$ cat src/rtl/pipe_pkg.sv
// Shared pipeline definitions: opcodes, ALUOp encodings and the decoder control bundle.
package pipe_pkg;

  localparam logic [5:0] OpRtype = 6'b000000;
  localparam logic [5:0] OpAddi  = 6'b001000;
  localparam logic [5:0] OpLw    = 6'b100011;
  localparam logic [5:0] OpSw    = 6'b101011;
  localparam logic [5:0] OpBeq   = 6'b000100;
  localparam logic [5:0] OpBne   = 6'b000101;

  typedef enum logic [1:0] {
    AluRtype = 2'b00,
    AluAdd   = 2'b01,
    AluBeq   = 2'b10,
    AluBne   = 2'b11
  } aluop_e;

  typedef struct packed {
    aluop_e aluop;
    logic   alusrc;
    logic   regwrite;
    logic   regdst;
    logic   branch;
    logic   memread;
    logic   memwrite;
    logic   memtoreg;
  } ctrl_t;

  localparam int unsigned CtrlW = $bits(ctrl_t);

  localparam ctrl_t CtrlBubble = '0;

endpackage

$ cat src/rtl/load_use_detect.sv
// Combinational load-use hazard check between the load in EX and the instruction in ID.
module load_use_detect #(
  parameter int unsigned REG_AW = 5
) (
  input  logic              ex_valid,
  input  logic              ex_memread,
  input  logic [REG_AW-1:0] ex_rt,
  input  logic              id_valid,
  input  logic [REG_AW-1:0] id_rs,
  input  logic [REG_AW-1:0] id_rt,
  input  logic              id_uses_rt,
  output logic              hazard
);

  logic rs_match;
  logic rt_match;
  logic load_live;

  // $0 never carries a produced value, so a load into it cannot create a dependency.
  assign load_live = ex_valid & ex_memread & (ex_rt != '0);
  assign rs_match  = (ex_rt == id_rs);
  assign rt_match  = id_uses_rt & (ex_rt == id_rt);
  assign hazard    = load_live & (rs_match | rt_match) & id_valid;

endmodule

$ cat src/rtl/id_ex_stage_reg.sv
// ID/EX pipeline register with load-use stall and branch-flush bubble injection.
// Define ID_EX_STATS_EN to add saturating stall/flush statistics counters.
module id_ex_stage_reg
  import pipe_pkg::*;
#(
  parameter int unsigned DATA_W = 32,
  parameter int unsigned REG_AW = 5,
  parameter int unsigned CNT_W  = 16
) (
  input  logic              clk_i,
  input  logic              rst_i,
  input  logic              id_valid_i,
  input  logic [1:0]        id_aluop_i,
  input  logic              id_alusrc_i,
  input  logic              id_regwrite_i,
  input  logic              id_regdst_i,
  input  logic              id_branch_i,
  input  logic              id_memread_i,
  input  logic              id_memwrite_i,
  input  logic              id_memtoreg_i,
  input  logic [DATA_W-1:0] id_pc4_i,
  input  logic [DATA_W-1:0] id_rs_data_i,
  input  logic [DATA_W-1:0] id_rt_data_i,
  input  logic [DATA_W-1:0] id_imm_i,
  input  logic [REG_AW-1:0] id_rs_i,
  input  logic [REG_AW-1:0] id_rt_i,
  input  logic [REG_AW-1:0] id_rd_i,
  input  logic [5:0]        id_funct_i,
  input  logic              flush_i,
`ifdef ID_EX_STATS_EN
  output logic [CNT_W-1:0]  stall_cnt_o,
  output logic [CNT_W-1:0]  flush_cnt_o,
`endif
  output logic              stall_o,
  output logic              ex_valid_o,
  output logic [1:0]        ex_aluop_o,
  output logic              ex_alusrc_o,
  output logic              ex_regwrite_o,
  output logic              ex_regdst_o,
  output logic              ex_branch_o,
  output logic              ex_memread_o,
  output logic              ex_memwrite_o,
  output logic              ex_memtoreg_o,
  output logic [DATA_W-1:0] ex_pc4_o,
  output logic [DATA_W-1:0] ex_rs_data_o,
  output logic [DATA_W-1:0] ex_rt_data_o,
  output logic [DATA_W-1:0] ex_imm_o,
  output logic [REG_AW-1:0] ex_rs_o,
  output logic [REG_AW-1:0] ex_rt_o,
  output logic [REG_AW-1:0] ex_rd_o,
  output logic [5:0]        ex_funct_o
);

  ctrl_t             id_ctrl;
  ctrl_t             ctrl_q;
  logic              valid_q;
  logic [DATA_W-1:0] pc4_q;
  logic [DATA_W-1:0] rs_data_q;
  logic [DATA_W-1:0] rt_data_q;
  logic [DATA_W-1:0] imm_q;
  logic [REG_AW-1:0] rs_q;
  logic [REG_AW-1:0] rt_q;
  logic [REG_AW-1:0] rd_q;
  logic [5:0]        funct_q;

  logic uses_rt;
  logic hazard;
  logic capture;

  assign id_ctrl = '{
    aluop:    aluop_e'(id_aluop_i),
    alusrc:   id_alusrc_i,
    regwrite: id_regwrite_i,
    regdst:   id_regdst_i,
    branch:   id_branch_i,
    memread:  id_memread_i,
    memwrite: id_memwrite_i,
    memtoreg: id_memtoreg_i
  };

  // rt is a source for R-type, branches and sw; for addi/lw it is the destination.
  assign uses_rt = ~id_alusrc_i | id_memwrite_i;

  load_use_detect #(
    .REG_AW(REG_AW)
  ) u_load_use_detect (
    .ex_valid  (valid_q),
    .ex_memread(ctrl_q.memread),
    .ex_rt     (rt_q),
    .id_valid  (id_valid_i),
    .id_rs     (id_rs_i),
    .id_rt     (id_rt_i),
    .id_uses_rt(uses_rt),
    .hazard    (hazard)
  );

  // A flushed ID instruction is discarded anyway, so it must not hold the front end.
  assign stall_o = hazard & ~flush_i;
  assign capture = id_valid_i & ~flush_i & ~hazard;

  // Reset and bubbles share one all-zero state so a bubble is fully deterministic.
  always_ff @(posedge clk_i) begin
    if (rst_i || !capture) begin
      valid_q   <= 1'b0;
      ctrl_q    <= CtrlBubble;
      pc4_q     <= '0;
      rs_data_q <= '0;
      rt_data_q <= '0;
      imm_q     <= '0;
      rs_q      <= '0;
      rt_q      <= '0;
      rd_q      <= '0;
      funct_q   <= '0;
    end else begin
      valid_q   <= 1'b1;
      ctrl_q    <= id_ctrl;
      pc4_q     <= id_pc4_i;
      rs_data_q <= id_rs_data_i;
      rt_data_q <= id_rt_data_i;
      imm_q     <= id_imm_i;
      rs_q      <= id_rs_i;
      rt_q      <= id_rt_i;
      rd_q      <= id_rd_i;
      funct_q   <= id_funct_i;
    end
  end

  assign ex_valid_o    = valid_q;
  assign ex_aluop_o    = ctrl_q.aluop;
  assign ex_alusrc_o   = ctrl_q.alusrc;
  assign ex_regwrite_o = ctrl_q.regwrite;
  assign ex_regdst_o   = ctrl_q.regdst;
  assign ex_branch_o   = ctrl_q.branch;
  assign ex_memread_o  = ctrl_q.memread;
  assign ex_memwrite_o = ctrl_q.memwrite;
  assign ex_memtoreg_o = ctrl_q.memtoreg;
  assign ex_pc4_o      = pc4_q;
  assign ex_rs_data_o  = rs_data_q;
  assign ex_rt_data_o  = rt_data_q;
  assign ex_imm_o      = imm_q;
  assign ex_rs_o       = rs_q;
  assign ex_rt_o       = rt_q;
  assign ex_rd_o       = rd_q;
  assign ex_funct_o    = funct_q;

`ifdef ID_EX_STATS_EN
  logic [CNT_W-1:0] stall_cnt_q;
  logic [CNT_W-1:0] flush_cnt_q;

  always_ff @(posedge clk_i) begin
    if (rst_i) begin
      stall_cnt_q <= '0;
      flush_cnt_q <= '0;
    end else begin
      if (stall_o && !(&stall_cnt_q)) begin
        stall_cnt_q <= stall_cnt_q + CNT_W'(1);
      end
      if (flush_i && !(&flush_cnt_q)) begin
        flush_cnt_q <= flush_cnt_q + CNT_W'(1);
      end
    end
  end

  assign stall_cnt_o = stall_cnt_q;
  assign flush_cnt_o = flush_cnt_q;
`else
  // CNT_W only sizes the statistics counters, which this build leaves out.
  if (CNT_W == 0) begin : g_no_stats
  end
`endif

endmodule

$ cat config.mk
export PLATFORM = sky130hd
export DESIGN_NAME = id_ex_stage_reg
export DESIGN_NICKNAME = d
export VERILOG_FILES = /design/src/rtl/pipe_pkg.sv /design/src/rtl/load_use_detect.sv /design/src/rtl/id_ex_stage_reg.sv
export SDC_FILE = /design/constraint.sdc
export NUM_CORES = 1
export LEC_CHECK = 0
export ABC_AREA = 0
export BUFFER_PORTS_ARGS = -buffer_cell sky130_fd_sc_hd__buf_2
export CORE_MARGIN = 4
export CORE_UTILIZATION = 38
export DETAILED_ROUTE_END_ITERATION = 12
export MAX_ROUTING_LAYER = met4
export PLACE_DENSITY = 0.71
export RECOVER_POWER = 50
export SLEW_MARGIN = 20
export SYNTH_ARGS = -nofsm -noshare
export SYNTH_HDL_FRONTEND = slang
export SYNTH_SLANG_ARGS = --single-unit
$ cat constraint.sdc
create_clock -name clk_i -period 2.5 [get_ports clk_i]
set_input_delay 0.25 -clock clk_i [delete_from_list [all_inputs] [get_ports clk_i]]
set_output_delay 0.25 -clock clk_i [all_outputs]
set_load 0.05 [all_outputs]
==> impl_metrics.py <==
metrics = {
    "run_status": {
        "status": "complete, no violations",
    },
    "grt": {
        "grt_pass1_vias": 4719,
        "grt_max_degree": 89,
        "overflow": 0,
        "groute.usage.overall": 0.1885,
        "grt_pass1_wl_mm": 23.74,
        "antenna_found_initial": 0,
    },
    "setup_path": {
        "path_buf_inv": 1,
        "startpoint": "ex_rt_o[2]",
        "r2r_start": "ex_rt_o[2]",
        "crit_path_cell_trace": "xnor2_1, nand4_1, o22ai_4, and3b_1, buf_2",
        "path_class": "flop to output port",
        "critPathMaxFanout": 5,
        "crit_slowest_cell": "dfxtp_1",
        "start_kind": "flop",
        "end_kind": "output port",
        "critPathMaxStageDelay_ns": 0.42,
        "path_delay_family": "flip-flops",
        "cp.arrival_ns": 1.84,
        "cp.required_ns": 2.25,
    },
    "synth": {
        "synth.ff_latch_count": 159,
        "synth.avg_cell_area_um2": 9.869,
        "syn_area_um2": 5428,
        "synth_cells": 550,
        "synth_seq_area_share": 0.5864,
        "synth_nets": 712,
        "yosys_warnings": 0,
        "synth_cell_types": 20,
    },
    "timing": {
        "slew_violations": 0,
        "setup_viol": 0,
        "hold_viol_final": 0,
        "slew_headroom": 0.5462,
        "worst_pin_slew_ns": 0.6836,
        "post-route-period-util": 0.8374,
        "max_clock_freq_mhz": 477.7,
        "clock_skew_ns": 0.008850,
        "min_period_ns": 2.093,
        "finalSetupTns_ns": 0,
        "fin_hold_ws_ns": 0.04555,
        "rsz0062_at_grt": "no",
    },
    "placement": {
        "place_inst": 1009,
        "hpwl_mm": 10.94,
        "io_buffers": 321,
        "gp_congestion": 0.7814,
    },
    "hold_path": {
        "holdCritStartpoint": "id_memtoreg_i",
        "hp-class": "input port to flop",
    },
    "detailed_routing": {
        "routed_wl_mm": 15.57,
        "drtPass1Iterations": 7,
        "wire_per_inst_um": 14.95,
        "vias": 4778,
        "avgViaCountPerCell": 4.590,
        "drt_iter0_markers": 210,
        "drc": 0,
        "route.antenna.remaining_nets": 0,
    },
    "layout": {
        "multiInputGateArea_um2": 1478,
        "drive_gt1_frac": 0.2567,
        "stdcell_count": 1041,
        "syn2layout_area_growth_pct": 39.19,
        "ff_latch_area_um2": 3183,
        "fillers": 1324,
        "final_nets": 1010,
        "antenna_cells": 0,
    },
    "floorplanning": {
        "dieArea_um2": 16260,
        "boundaryPins": 322,
        "rows": 43,
        "core_area_um2": 13930,
        "initial_core_util": 0.3895,
        "die_w_um": 127.5,
        "fp.dieH_um": 127.5,
    },
    "cts": {
        "cts_sinks": 159,
        "clock_tree.buffer_depth": 2,
        "cts_tree": "yes",
        "cts_post_setup_buffers_inserted": 0,
        "clock-root-buffer": "clkbuf_16",
        "cts_buffers": 17,
        "clk_latency_ns": 0.41,
        "ctsHoldBuffers": 0,
        "cts_resized": 0,
        "clkTransAtPathRegs_ns": 0.07,
        "htreeDepth": 4,
    },
    "run": {
        "max_cap_violations": 0,
    },
    "power_and_ir_drop": {
        "cellPowerDensity_nw_per_um2": 764.5,
        "ir_worst_vdd_uv": 534.0,
        "cellLeakagePower_nw": 3.429,
    },
}
-- layer usage --
metal | up-vias | part of all wire | track usage
met2 | 227 | 0.49 | 0.3094
li1 | 2412 | - | -
met5 | - | 0 | -
met1 | 2109 | 0.39 | 0.2099
met4 | 0 | 0.023 | 0.07697
met3 | 30 | 0.099 | 0.06522
-- worst paths after layout --
check	endpoint	slack [ns]	depth (start not counted)
hold / removal	ex_memtoreg_o	0.05	3
setup / recovery	stall_o	0.41	5
hold reg to reg	ex_rt_o[2]	0.89	4
setup reg to reg	ex_rs_data_o[18]	0.69	5
-- final cells by class --
class | count | area share
clock inverter | 12 | 0.01772
timing repair buffer | 331 | 0.2029
inverter | 148 | 0.07353
clock buffer | 20 | 0.05913
tap | 180 | 0.02981
sequential | 159 | 0.4213
multi-input combinational | 191 | 0.1956
-- flip-flops by register name, indices dropped and copies added (netlist names), 2 cells and up --
signal / flops
ex_pc4_o: 32
ex_imm_o: 32
ex_rs_data_o: 32
ex_rd_o: 5
ex_rt_o: 5
ex_rt_data_o: 32
ex_rs_o: 5
ex_aluop_o: 2
ex_funct_o: 6
-- where the power goes --
part | switching, mW | internal (mW)
sequential | 0.0212 | 2.60
combinational | 0.444 | 0.184
clock | 1.02 | 1.50
-- cell usage after synthesis --
master	n	area [um^2]
dfxtp_1	159	3183
inv_1	148	555.5
a211oi_1	132	991.0
clkbuf_1	27	101.4
buf_2	22	110.1
a211oi_2	16	200.2
nand3_1	12	60.06
a21oi_1	11	55.05
xnor2_1	10	87.58
nand2_1	2	7.510
nor2_1	2	7.510
a21oi_2	1	8.760
and3b_1	1	8.760
buf_1	1	3.750
buf_4	1	7.510
buf_6	1	11.26
nand4_1	1	6.260
nor3_1	1	5.000
o21ai_1	1	5.000
o22ai_2	1	12.51
-- through the flow --
| stage | instance area, um^2 | total power, mW | utilization | setup slack [ns] |
|---|---|---|---|---|
| 3_3_place_gp | 7173 | 3.322 | 0.5148 | 0.7230 |
| 6_report | 7555 | 5.776 | 0.5422 | 0.4066 |
| 4_1_cts | 7754 | 5.860 | 0.5564 | 0.3746 |
| 5_1_grt | 7555 | 6.007 | 0.5422 | 0.2726 |
| 3_5_place_dp | 7173 | 3.326 | 0.5148 | 0.6980 |
| 2_1_floorplan | 5428 | 3.089 | - | 0.3461 |
-- worst min-delay path: stages --
cell and delay, ns:
buf_2 0.09, inv_1 0.04, a211oi_1 0.03
-- kinds of logic after synthesis --
group,after synthesis,synth area share
compound gates,162,0.2344
xor+xnor,10,0.01614
buf+inv,200,0.1455
flops,159,0.5864
simple gates,19,0.01752
-- placed cells by master (no fill, tap or decap), types with 4 or more instances in the layout --
cell type	count
dfxtp_1	159
clkbuf_1	161
clkbuf_16	17
xnor2_1	10
inv_1	148
a21oi_1	11
buf_2	162
a211oi_2	16
nand3_1	12
a211oi_1	132
buf_4	6
buf_12	4
No activity file was read; power rests on OpenSTA's default activity.
